$ cat src/rtl/core_wb_arbiter.sv
// Regfile write-port arbiter: ALU results direct, long-op results through a FIFO, pending-write scoreboard.
// Latency: ALU 0 cycles (combinational to rf_*), long-op >=1 cycle; ALU stalled one cycle when FIFO head starves.
package core_wb_pkg;
    typedef struct packed {
        int unsigned XLEN;
    } config_t;
    localparam config_t DEFAULT_CONF = '{XLEN: 32};
endpackage

// Small generic FIFO with registered occupancy count.
// Latency 1 cycle (push visible at head next cycle); caller must not push when full nor pop when empty.
module wb_fifo #(
    parameter int WIDTH = 8,
    parameter int DEPTH = 2
) (
    input  logic             clk,
    input  logic             rst_n,
    input  logic             push,
    input  logic             pop,
    input  logic [WIDTH-1:0] din,
    output logic [WIDTH-1:0] dout,
    output logic             full,
    output logic             empty
);
    localparam int AW = $clog2(DEPTH);

    logic [WIDTH-1:0] mem [DEPTH];
    logic [AW-1:0]    wr_ptr;
    logic [AW-1:0]    rd_ptr;
    logic [AW:0]      count;

    always_ff @(posedge clk) begin
        if (push) mem[wr_ptr] <= din;
    end

    always_ff @(posedge clk or negedge rst_n) begin
        if (!rst_n) begin
            wr_ptr <= '0;
            rd_ptr <= '0;
            count  <= '0;
        end else begin
            if (push) wr_ptr <= wr_ptr + 1'b1;
            if (pop)  rd_ptr <= rd_ptr + 1'b1;
            count <= count + {{AW{1'b0}}, push} - {{AW{1'b0}}, pop};
        end
    end

    assign dout  = mem[rd_ptr];
    assign full  = (count == (AW+1)'(DEPTH));
    assign empty = (count == '0);
endmodule

module core_wb_arbiter
    import core_wb_pkg::*;
#(
    parameter config_t CONF         = DEFAULT_CONF,
    parameter int      FIFO_DEPTH   = 2,
    parameter int      STARVE_LIMIT = 4
) (
    input  logic               clk,
    input  logic               rst_n,
    core_wb_arbiter_if.slave   wb
);
    localparam int XLEN = int'(CONF.XLEN);
    localparam int SCW  = $clog2(STARVE_LIMIT) + 1;

    typedef struct packed {
        logic [4:0]      rd;
        logic [XLEN-1:0] wd;
    } wb_ent_t;

    typedef enum logic {NORMAL, DRAIN} state_t;

    state_t           state, state_nxt;
    logic [SCW-1:0]   starve_cnt, starve_nxt;
    logic [31:0]      sb;
    logic [31:0]      sb_set, sb_clr;
    wb_ent_t          push_ent, head;
    logic             fifo_full, fifo_empty, push, pop;
    logic             sel_vld, from_fifo;
    logic [4:0]       sel_rd;
    logic [XLEN-1:0]  sel_wd;
    logic             we;

    assign wb.lsu_ready = !fifo_full;
    assign push         = wb.lsu_valid && !fifo_full;
    assign push_ent     = '{rd: wb.lsu_rd, wd: wb.lsu_wd};

    wb_fifo #(.WIDTH($bits(wb_ent_t)), .DEPTH(FIFO_DEPTH)) u_fifo (
        .clk   (clk),
        .rst_n (rst_n),
        .push  (push),
        .pop   (pop),
        .din   (push_ent),
        .dout  (head),
        .full  (fifo_full),
        .empty (fifo_empty)
    );

    always_ff @(posedge clk or negedge rst_n) begin
        if (!rst_n) begin
            state      <= NORMAL;
            starve_cnt <= '0;
            sb         <= '0;
        end else begin
            state      <= state_nxt;
            starve_cnt <= starve_nxt;
            sb         <= ((sb & ~sb_clr) | sb_set) & ~32'd1;
        end
    end

    always_comb begin
        state_nxt    = state;
        starve_nxt   = starve_cnt;
        wb.alu_ready = 1'b1;
        pop          = 1'b0;
        sel_vld      = 1'b0;
        from_fifo    = 1'b0;
        sel_rd       = '0;
        sel_wd       = '0;
        case (state)
            NORMAL: begin
                if (wb.alu_valid) begin
                    sel_vld = 1'b1;
                    sel_rd  = wb.alu_rd;
                    sel_wd  = wb.alu_wd;
                    if (fifo_empty) begin
                        starve_nxt = '0;
                    end else if (starve_cnt == SCW'(STARVE_LIMIT - 1)) begin
                        state_nxt = DRAIN;
                    end else begin
                        starve_nxt = starve_cnt + 1'b1;
                    end
                end else begin
                    starve_nxt = '0;
                    if (!fifo_empty) begin
                        pop       = 1'b1;
                        from_fifo = 1'b1;
                        sel_vld   = 1'b1;
                        sel_rd    = head.rd;
                        sel_wd    = head.wd;
                    end
                end
            end
            DRAIN: begin
                // ALU holds its result while the starved head goes out
                wb.alu_ready = 1'b0;
                starve_nxt   = '0;
                state_nxt    = NORMAL;
                if (!fifo_empty) begin
                    pop       = 1'b1;
                    from_fifo = 1'b1;
                    sel_vld   = 1'b1;
                    sel_rd    = head.rd;
                    sel_wd    = head.wd;
                end
            end
            default: state_nxt = NORMAL;
        endcase
    end

    assign we        = sel_vld && (sel_rd != 5'd0);
    assign wb.rf_we2 = we;
    assign wb.rf_a2  = sel_rd;
    assign wb.rf_wd2 = sel_wd;

    assign sb_set = (wb.iss_valid && wb.iss_long) ? (32'd1 << wb.iss_rd) : 32'd0;
    assign sb_clr = (we && from_fifo) ? (32'd1 << sel_rd) : 32'd0;

    assign wb.busy0 = sb[wb.q0];
    assign wb.busy1 = sb[wb.q1];
    assign wb.busy2 = sb[wb.q2];
endmodule

$ cat src/rtl/core_wb_arbiter_if.sv
// Bundles decode issue/query, ALU and LSU result handshakes, and the regfile write port.
// master = producers/consumers around the arbiter; slave = the arbiter itself.
interface core_wb_arbiter_if #(
    parameter int XLEN = 32
);
    logic            iss_valid;
    logic            iss_long;
    logic [4:0]      iss_rd;
    logic [4:0]      q0;
    logic [4:0]      q1;
    logic [4:0]      q2;
    logic            busy0;
    logic            busy1;
    logic            busy2;

    logic            alu_valid;
    logic            alu_ready;
    logic [4:0]      alu_rd;
    logic [XLEN-1:0] alu_wd;

    logic            lsu_valid;
    logic            lsu_ready;
    logic [4:0]      lsu_rd;
    logic [XLEN-1:0] lsu_wd;

    logic [4:0]      rf_a2;
    logic [XLEN-1:0] rf_wd2;
    logic            rf_we2;

    modport master (
        output iss_valid, iss_long, iss_rd, q0, q1, q2,
        output alu_valid, alu_rd, alu_wd, lsu_valid, lsu_rd, lsu_wd,
        input  busy0, busy1, busy2, alu_ready, lsu_ready, rf_a2, rf_wd2, rf_we2
    );

    modport slave (
        input  iss_valid, iss_long, iss_rd, q0, q1, q2,
        input  alu_valid, alu_rd, alu_wd, lsu_valid, lsu_rd, lsu_wd,
        output busy0, busy1, busy2, alu_ready, lsu_ready, rf_a2, rf_wd2, rf_we2
    );
endinterface

$ cat src/flat_wrapper.sv
// flat-port wrapper written by rule: the top's interface ports become plain ports
module core_wb_arbiter_flat import core_wb_pkg::*;
#(
    parameter config_t CONF         = DEFAULT_CONF,
    parameter int      FIFO_DEPTH   = 2,
    parameter int      STARVE_LIMIT = 4
)
  (clk, rst_n, wb_iss_valid, wb_iss_long, wb_iss_rd, wb_q0, wb_q1, wb_q2, wb_alu_valid, wb_alu_rd, wb_alu_wd, wb_lsu_valid, wb_lsu_rd, wb_lsu_wd, wb_busy0, wb_busy1, wb_busy2, wb_alu_ready, wb_lsu_ready, wb_rf_a2, wb_rf_wd2, wb_rf_we2);
  core_wb_arbiter_if #(.XLEN(32)) wb_i ();
  input  logic clk;
  input  logic rst_n;
  input wire logic [$bits(wb_i.iss_valid)-1:0] wb_iss_valid;
  input wire logic [$bits(wb_i.iss_long)-1:0] wb_iss_long;
  input wire logic [$bits(wb_i.iss_rd)-1:0] wb_iss_rd;
  input wire logic [$bits(wb_i.q0)-1:0] wb_q0;
  input wire logic [$bits(wb_i.q1)-1:0] wb_q1;
  input wire logic [$bits(wb_i.q2)-1:0] wb_q2;
  input wire logic [$bits(wb_i.alu_valid)-1:0] wb_alu_valid;
  input wire logic [$bits(wb_i.alu_rd)-1:0] wb_alu_rd;
  input wire logic [$bits(wb_i.alu_wd)-1:0] wb_alu_wd;
  input wire logic [$bits(wb_i.lsu_valid)-1:0] wb_lsu_valid;
  input wire logic [$bits(wb_i.lsu_rd)-1:0] wb_lsu_rd;
  input wire logic [$bits(wb_i.lsu_wd)-1:0] wb_lsu_wd;
  output wire logic [$bits(wb_i.busy0)-1:0] wb_busy0;
  output wire logic [$bits(wb_i.busy1)-1:0] wb_busy1;
  output wire logic [$bits(wb_i.busy2)-1:0] wb_busy2;
  output wire logic [$bits(wb_i.alu_ready)-1:0] wb_alu_ready;
  output wire logic [$bits(wb_i.lsu_ready)-1:0] wb_lsu_ready;
  output wire logic [$bits(wb_i.rf_a2)-1:0] wb_rf_a2;
  output wire logic [$bits(wb_i.rf_wd2)-1:0] wb_rf_wd2;
  output wire logic [$bits(wb_i.rf_we2)-1:0] wb_rf_we2;
  assign wb_i.iss_valid = wb_iss_valid;
  assign wb_i.iss_long = wb_iss_long;
  assign wb_i.iss_rd = wb_iss_rd;
  assign wb_i.q0 = wb_q0;
  assign wb_i.q1 = wb_q1;
  assign wb_i.q2 = wb_q2;
  assign wb_i.alu_valid = wb_alu_valid;
  assign wb_i.alu_rd = wb_alu_rd;
  assign wb_i.alu_wd = wb_alu_wd;
  assign wb_i.lsu_valid = wb_lsu_valid;
  assign wb_i.lsu_rd = wb_lsu_rd;
  assign wb_i.lsu_wd = wb_lsu_wd;
  assign wb_busy0 = wb_i.busy0;
  assign wb_busy1 = wb_i.busy1;
  assign wb_busy2 = wb_i.busy2;
  assign wb_alu_ready = wb_i.alu_ready;
  assign wb_lsu_ready = wb_i.lsu_ready;
  assign wb_rf_a2 = wb_i.rf_a2;
  assign wb_rf_wd2 = wb_i.rf_wd2;
  assign wb_rf_we2 = wb_i.rf_we2;
  core_wb_arbiter #(.CONF(CONF), .FIFO_DEPTH(FIFO_DEPTH), .STARVE_LIMIT(STARVE_LIMIT)) u_core (.clk(clk), .rst_n(rst_n), .wb(wb_i));
endmodule
$ cat config.mk
export PLATFORM = sky130hd
export DESIGN_NAME = core_wb_arbiter_flat
export DESIGN_NICKNAME = d
export VERILOG_FILES = /design/src/rtl/core_wb_arbiter.sv /design/src/rtl/core_wb_arbiter_if.sv /design/src/flat_wrapper.sv
export SDC_FILE = /design/constraint.sdc
export NUM_CORES = 1
export LEC_CHECK = 0
export BUFFER_PORTS_ARGS = -buffer_cell sky130_fd_sc_hd__buf_4
export CORE_MARGIN = 1
export CORE_UTILIZATION = 58
export CTS_CLUSTER_SIZE = 40
export DETAILED_ROUTE_END_ITERATION = 6
export PLACE_DENSITY = 0.93
export SLEW_MARGIN = 40
export SYNTH_ARGS = -nofsm -noshare
export SYNTH_HDL_FRONTEND = slang
export SYNTH_SLANG_ARGS = --single-unit
$ cat constraint.sdc
create_clock -name clk -period 5.8 [get_ports clk]
set_clock_uncertainty 0.2 [all_clocks]
set_input_delay 1.16 -clock clk [delete_from_list [all_inputs] [get_ports clk]]
set_output_delay 1.16 -clock clk [all_outputs]
set_load 0.05 [all_outputs]
==> results of run 1 <==
[tightest hold or removal path, cell delays in order (launching register included)]
cell and delay, ns:
dfrtp_1 0.34, a21oi_1 0.07, nor2_1 0.09
[flip-flops by register name (all words and copies together) (netlist names)]
name,cells
u_core.u_fifo.mem,74
u_core.state,1
u_core.starve_cnt,3
u_core.u_fifo.count,2
u_core.sb,31
u_core.u_fifo.wr_ptr,1
u_core.u_fifo.rd_ptr,1
[cell families (layout without fill, tap and decap cells)]
group / after synthesis / count (layout) / synth area share, %
buffers and inverters: 30 / 183 / 2.34
adders and majority gates: 4 / 4 / 0.868
DFF: 113 / 113 / 55.5
xor gates and xnor gates: 5 / 5 / 0.760
AOI/OAI and AO/OA: 123 / 123 / 13.5
muxes: 72 / 72 / 16.6
and+or+nand+nor: 116 / 116 / 10.4
[power groups by stage]
stage,Sequential (mW),Clock (mW),Combinational (mW)
2_1_floorplan,1.23,0,1.05
3_3_place_gp,1.31,0,1.34
3_5_place_dp,1.33,0,1.39
4_1_cts,1.33,1.13,1.42
5_1_grt,1.36,1.16,1.52
6_report,1.34,1.12,1.44
[metal layers]
layer	global-route usage, %	up-vias
li1	-	2093
met1	38.6	2377
met2	56.2	388
met3	11.5	97
met4	17.9	0
met5	0	-
[synthesized netlist by cell type, types with 3 or more instances]
library cell	n	area share, %
nand4_1	7	0.76
a31oi_1	3	0.33
mux2i_1	47	8.2
nor3_1	3	0.26
clkbuf_1	11	0.72
a21oi_1	7	0.61
buf_2	11	0.95
inv_1	4	0.26
o31ai_1	18	2.3
o2bb2ai_1	4	0.61
nand2_1	44	2.9
nor2b_1	4	0.43
ha_1	4	0.87
o21ai_0	67	5.8
mux2_2	6	1.2
o41ai_1	6	0.91
mux4_2	18	7.0
nand2b_1	8	0.87
and4b_1	4	0.69
nor2_1	20	1.3
xnor2_1	4	0.61
edfxtp_1	74	39
dfrtp_1	39	17
a41oi_2	3	0.85
o2111ai_1	5	0.76
nand3b_1	7	0.91
o211ai_1	5	0.65
a22oi_1	3	0.39
or3_1	3	0.33
[layout make-up]
| cell class | count | area, µm² |
|---|---|---|
| Sequential cell | 113 | 3200 |
| Multi-Input combinational cell | 320 | 2450 |
| Fill cell | 516 | 2100 |
| Timing Repair Buffer | 147 | 1110 |
| Clock buffer | 21 | 459 |
| Clock inverter | 11 | 183 |
| Tap cell | 133 | 166 |
| Inverter | 4 | 15.0 |
[worst paths after layout]
check	slack, ns	to
max in group asynchronous	4.65	u_core.u_fifo.rd_ptr
min in group asynchronous	0.39	u_core.starve_cnt[1]
worst min register to register	0.34	u_core.starve_cnt[2]
worst max register to register	2.93	u_core.u_fifo.count[1]
worst max-delay path	1.46	wb_rf_wd2[22]
worst min-delay path	0.34	u_core.starve_cnt[2]
[through the flow]
stage	worst slack, ns	total power, mW
after global placement	1.77	2.64
final	1.46	3.90
after floorplan	1.62	2.28
after detailed placement	1.60	2.73
after global routing	1.35	4.04
after CTS	1.49	3.88
==> run metrics, run 1 <==
outcome complete, no violations; Finish-stage setup viols 0; 1st-pass router iterations 6; Critical Path Stages 6; ANT cells 0; cts repair resizes 0; GRT Total Usage 33.8%; min cycle time layout around 4.3 ns; Clock Latency Late Sink between 0.5 and 0.6 ns; Sum Neg Setup Slack 0 ns; metal2 WL ~8500 µm; Sw Ratio ~38%; sum of buffers and inverters on the critical path 3; Hold Crit Class reg2reg; Post-Place Cells approximately 700; crit start category primary input; CP max stage delay around 0.52 ns; FFs w/ async S/R, synth 34.5%; routed via count between 4000 and 5000; Max FO, Critical Path 24; Lkg Pwr 3.13 nW; ys flop type edfxtp_1; Internal between 2 and 2.5 mW; Sink Count roughly 110; cts bufs inserted 17; Mean Syn Cell Area approximately 12 µm²; die span in y 102 µm; Max VDD drop 0.423 mV; sequential share of power 34.3%; Slew HR 48.6%; commonest cells after routing, fill and taps aside buf_4, edfxtp_1, o21ai_0; TritonCTS clock tree done; Max Used Layer met4; Layout Cells excl Fill about 750; Avg WL per Cell ~22 µm; Post-DP Area slightly below 0.007 mm²; clk buf depth 2; vias per cell ~6.6; Routed Antenna Nets 0; WP data arrival roughly 3.0 ns; final hold viol count 0; CP Launch Point wb_alu_valid; num rows 36; Post-Route M1 WL between 5000 and 6000 µm; Cell variety after synth 44; R2R Path Start u_core.u_fifo.count[1]; htree depth 4; Die ar. roughly 0.010 mm²; Synth Warn # 0; max-cap viol count 0; crit path cell chain buf_4, nand2b_1, nand2_1, buf_4, o21ai_0, buf_4; Port Buffers between 100 and 150; Die Wd slightly above 100 µm; gr ovfl total 0; final hold slack ~0.34 ns; first-pass GRT wire length roughly 25000 µm; syn_nets roughly 570; Synth Instances around 460; Synth Cell Area 0.00577 mm²; Final period util between 70 and 80%; Iter 0 DRT Violations ~460; commonest non-fill, non-tap cell in the layout buf_4; Worst Tran Pin Value 0.769 ns; reg2reg path depth 8; delay-heaviest family, CP buffers and inverters; GP Congestion ~0.90; Power Density approximately 500 mW/mm²; Final Max Slew Viols 0; Core Util, Final 78.3%; vias in the first global route ~4900; CP max stage cell nand2_1; post-synthesis sequential area ratio a little under three fifths; Post-synth EDFFs 74; Starting Density between 50% and 60%; I/O Pins about 140; pin count of the biggest net entering global routing 40; # DRC 0; power share of the clock group ~29%; Worst Path Required around 4.4 ns; hold wc startpoint u_core.starve_cnt[2]; antenna violations before repair 0; RSZ-0062 raised after global routing no; HPWL after detailed placement approximately 11000 µm; Root Buffer clkbuf_8; combinational power share a little under two fifths; share of post-route cells with drive strength above 1 a little over a third; critical path class in2out; Area Overhead vs Synth 31.5%; hold buffers post-CTS 0; Yosys reg bits ~110; wire length on met3 around 1800 µm; total setup buffers inserted after CTS 0; fmax roughly 230 MHz; Routed WL between 15000 and 20000 µm; clk slew on worst S/H paths about 0.050 ns; CP most frequent cell buf_4; Total Nets Final 707; CP endpoint kind primary output; Core Area approximately 0.0097 mm²; Final Cell Area ~0.0076 mm²; WHS Path Cells 2; Psw roughly 1.5 mW
(Power assumes the default switching activity.)
==> inputs of run 2 (changes only) <==
--- a/config.mk
+++ b/config.mk
@@ -7,10 +7,10 @@
 export LEC_CHECK = 0
 export BUFFER_PORTS_ARGS = -buffer_cell sky130_fd_sc_hd__buf_4
 export CORE_MARGIN = 1
-export CORE_UTILIZATION = 58
+export CORE_UTILIZATION = 54
 export CTS_CLUSTER_SIZE = 40
 export DETAILED_ROUTE_END_ITERATION = 6
-export PLACE_DENSITY = 0.93
+export PLACE_DENSITY = 0.88
 export SLEW_MARGIN = 40
 export SYNTH_ARGS = -nofsm -noshare
 export SYNTH_HDL_FRONTEND = slang
==> constraint.sdc (replaced) <==
create_clock -name clk -period 4.4 [get_ports clk]
set_clock_uncertainty 0.2 [all_clocks]
set_input_delay 0.88 -clock clk [delete_from_list [all_inputs] [get_ports clk]]
set_output_delay 0.88 -clock clk [all_outputs]
set_load 0.05 [all_outputs]
==> run 2 against run 1 <==
Compared with the run above:
- hold slack got worse by 0.22 ns
- cell area stayed put
- critical path type is now reg2out
- global-route usage shrank 1.2 points
- first-iteration DRC count is 35% higher
- clock-buffer cell count fell by 4
- final cell count rose by 0.80%
==> run metrics, run 2 (same netlist as run 1, synthesis figures left out) <==
outcome complete, no violations (unchanged); max-cap viol count 0 (unchanged); Post-DP Area 0.00698 mm² (was 0.00694 mm²); Routed Antenna Nets 0 (unchanged); commonest non-fill, non-tap cell in the layout buf_4 (unchanged); Worst Path Required 3.32 ns (was 4.44 ns); final hold viol count 0 (unchanged); GRT Total Usage 32.5% (was 33.8%); CP max stage cell dfrtp_2 (was nand2_1); # DRC 0 (unchanged); num rows 37 (was 36); Power Density 670 mW/mm² (was 515 mW/mm²); Avg WL per Cell 23.0 µm (was 22.1 µm); die span in y 105 µm (was 102 µm); fmax 274 MHz; crit start category flop (was primary input); pin count of the biggest net entering global routing 40 (unchanged); Worst Tran Pin Value 0.649 ns (was 0.769 ns); crit path to wb_rf_we2 (was wb_rf_wd2[22]); ANT cells 0 (unchanged); CP max stage delay 0.79 ns (was 0.52 ns); Root Buffer clkbuf_8 (unchanged); vias per cell 6.49 (was 6.62); Sum Neg Setup Slack 0 ns (unchanged); Max FO, Critical Path 25 (was 24); Die Wd 105 µm (was 102 µm); Routed WL 17400 µm (was 16600 µm); gr ovfl total 0 (unchanged); min cycle time layout roughly 3.6 ns; cts repair resizes 0 (unchanged); clk buf depth 2 (unchanged); Biggest register u_core.u_fifo.mem (unchanged); antenna violations before repair 0 (unchanged); share of post-route cells with drive strength above 1 35.1% (was 34.7%); hold buffers post-CTS 0 (unchanged); Largest regs u_core.u_fifo.mem x74, u_core.sb x31, u_core.starve_cnt x3 (unchanged); Final Max Slew Viols 0 (unchanged); total setup buffers inserted after CTS 0 (unchanged); CP endpoint kind primary output (unchanged); cts bufs inserted 17 (unchanged); R2R Path Start u_core.u_fifo.rd_ptr (was u_core.u_fifo.count[1]); RSZ-0062 raised after global routing no (unchanged); vias in the first global route 5104 (was 4933); crit path cell chain mux2i_1, o211ai_1, o21ai_0, nand2_1, buf_4 (was buf_4, nand2b_1, nand2_1, buf_4, o21ai_0, buf_4); Layout fillers 603 (was 516); Hold Crit Class in2async (was reg2reg); Slew HR 56.7% (was 48.6%); Final period util 82.9%; Total Nets Final 710 (was 707); commonest cells after routing, fill and taps aside buf_4, edfxtp_1, o21ai_0 (unchanged); clk slew on worst S/H paths 0.06 ns (was 0.05 ns); Core Area 0.0103 mm² (was 0.00968 mm²); reg2reg path depth 4 (was 8); sequential share of power 34.7% (was 34.3%); flop2flop setup slack 1.80 ns (was 2.93 ns); max reg flops 74 (unchanged); Area Overhead vs Synth 31.5% (unchanged); I/O Pins 143 (unchanged); routed via count 4903 (was 4955); Clock Latency Late Sink 0.53 ns (about the same); reg-to-reg critical path endpoint u_core.sb[12] (was u_core.u_fifo.count[1]); 1st-pass router iterations 6 (unchanged); TritonCTS clock tree done (unchanged); Psw 2.00 mW (was 1.47 mW); GP Congestion 0.926 (was 0.900); sum of buffers and inverters on the critical path 1 (was 3); power share of the clock group 27.3% (was 28.8%); combinational power share 38.0% (was 37.0%); Starting Density 55.8% (was 59.5%); WP data arrival 2.57 ns (was 2.98 ns); Critical Path Stages 5 (was 6); Sink Count 113 (unchanged); Die ar. 0.0111 mm² (was 0.0103 mm²); Final Cell Area 0.00758 mm² (unchanged); Max VDD drop 0.455 mV (was 0.423 mV); Port Buffers 142 (unchanged); Internal 3.08 mW (was 2.43 mW); Lkg Pwr 3.12 nW (was 3.13 nW); Iter 0 DRT Violations 622 (was 461); Sw Ratio 39.4% (was 37.7%); first-pass GRT wire length 27100 µm (was 25300 µm); Finish-stage setup viols 0 (unchanged); CP Launch Point u_core.u_fifo.rd_ptr (was wb_alu_valid); critical path class reg2out (was in2out); delay-heaviest family, CP flip-flops (was buffers and inverters); HPWL after detailed placement 11200 µm (was 10900 µm); htree depth 4 (unchanged)
==> run 2: cell count changes in the layout (fill, tap and decap cells not counted), moves of 2 or more <==
cell / change
clkinv_4: +5
clkinv_2: -4
clkbuf_8: -3
clkinvlp_4: +3
buf_4: +2
bufinv_16: -2
inv_6: +2
==> run 2: cell type report <==
class / count / area, µm² / share of cell area (%)
Tap cell: 136 / 170 / 2.24
Clock buffer: 17 / 414 / 5.46
Timing Repair Buffer: 150 / 1150 / 15.2
Inverter: 4 / 15.0 / 0.198
Sequential cell: 113 / 3200 / 42.2
Clock inverter: 15 / 186 / 2.46
Multi-Input combinational cell: 320 / 2440 / 32.2
==> run 2: worst min path at each step <==
stage / end / depth (start not counted) / from / slack, ns
finish: u_core.u_fifo.wr_ptr / 1 / rst_n / 0.13
floorplan: u_core.u_fifo.wr_ptr / 1 / u_core.u_fifo.wr_ptr / 0.26
global route: u_core.u_fifo.wr_ptr / 1 / rst_n / 0.15
global placement: u_core.starve_cnt[2] / 2 / u_core.starve_cnt[2] / 0.30
detailed placement: u_core.u_fifo.count[1] / 1 / u_core.u_fifo.count[1] / 0.31
CTS: u_core.u_fifo.rd_ptr / 1 / rst_n / 0.13
==> run 2: metal layers <==
| layer | track usage [%] | share of wire, % | vias to the layer above |
|---|---|---|---|
| li1 | - | - | 2097 |
| met1 | 37.3 | 35 | 2360 |
| met2 | 54.5 | 50 | 372 |
| met3 | 9.59 | 10 | 74 |
| met4 | 18.2 | 4.5 | 0 |
| met5 | 0 | 0 | - |
==> run 2: through the flow <==
stage / utilization (%) / power [mW] / hold slack [ns] / cells / setup slack, ns
after CTS: 73.4 / 5.06 / 0.125 / 755 / 0.787
after global routing: 73.4 / 5.26 / 0.151 / 755 / 0.646
after floorplan: - / 3.01 / 0.261 / 463 / 0.779
after global placement: 67.2 / 3.51 / 0.297 / 721 / 1.10
after detailed placement: 67.6 / 3.62 / 0.307 / 723 / 1.07
final: 73.4 / 5.08 / 0.125 / 755 / 0.750
==> run 2: power by group through the flow <==
stage               sequential [mW]  combinational (mW)  clock (mW)
detailed placement             1.75                1.87           0
floorplan                      1.63                1.38           0
CTS                            1.75                1.91        1.39
finish                         1.76                1.93        1.39
global placement               1.73                1.77           0
global route                   1.79                2.03        1.44
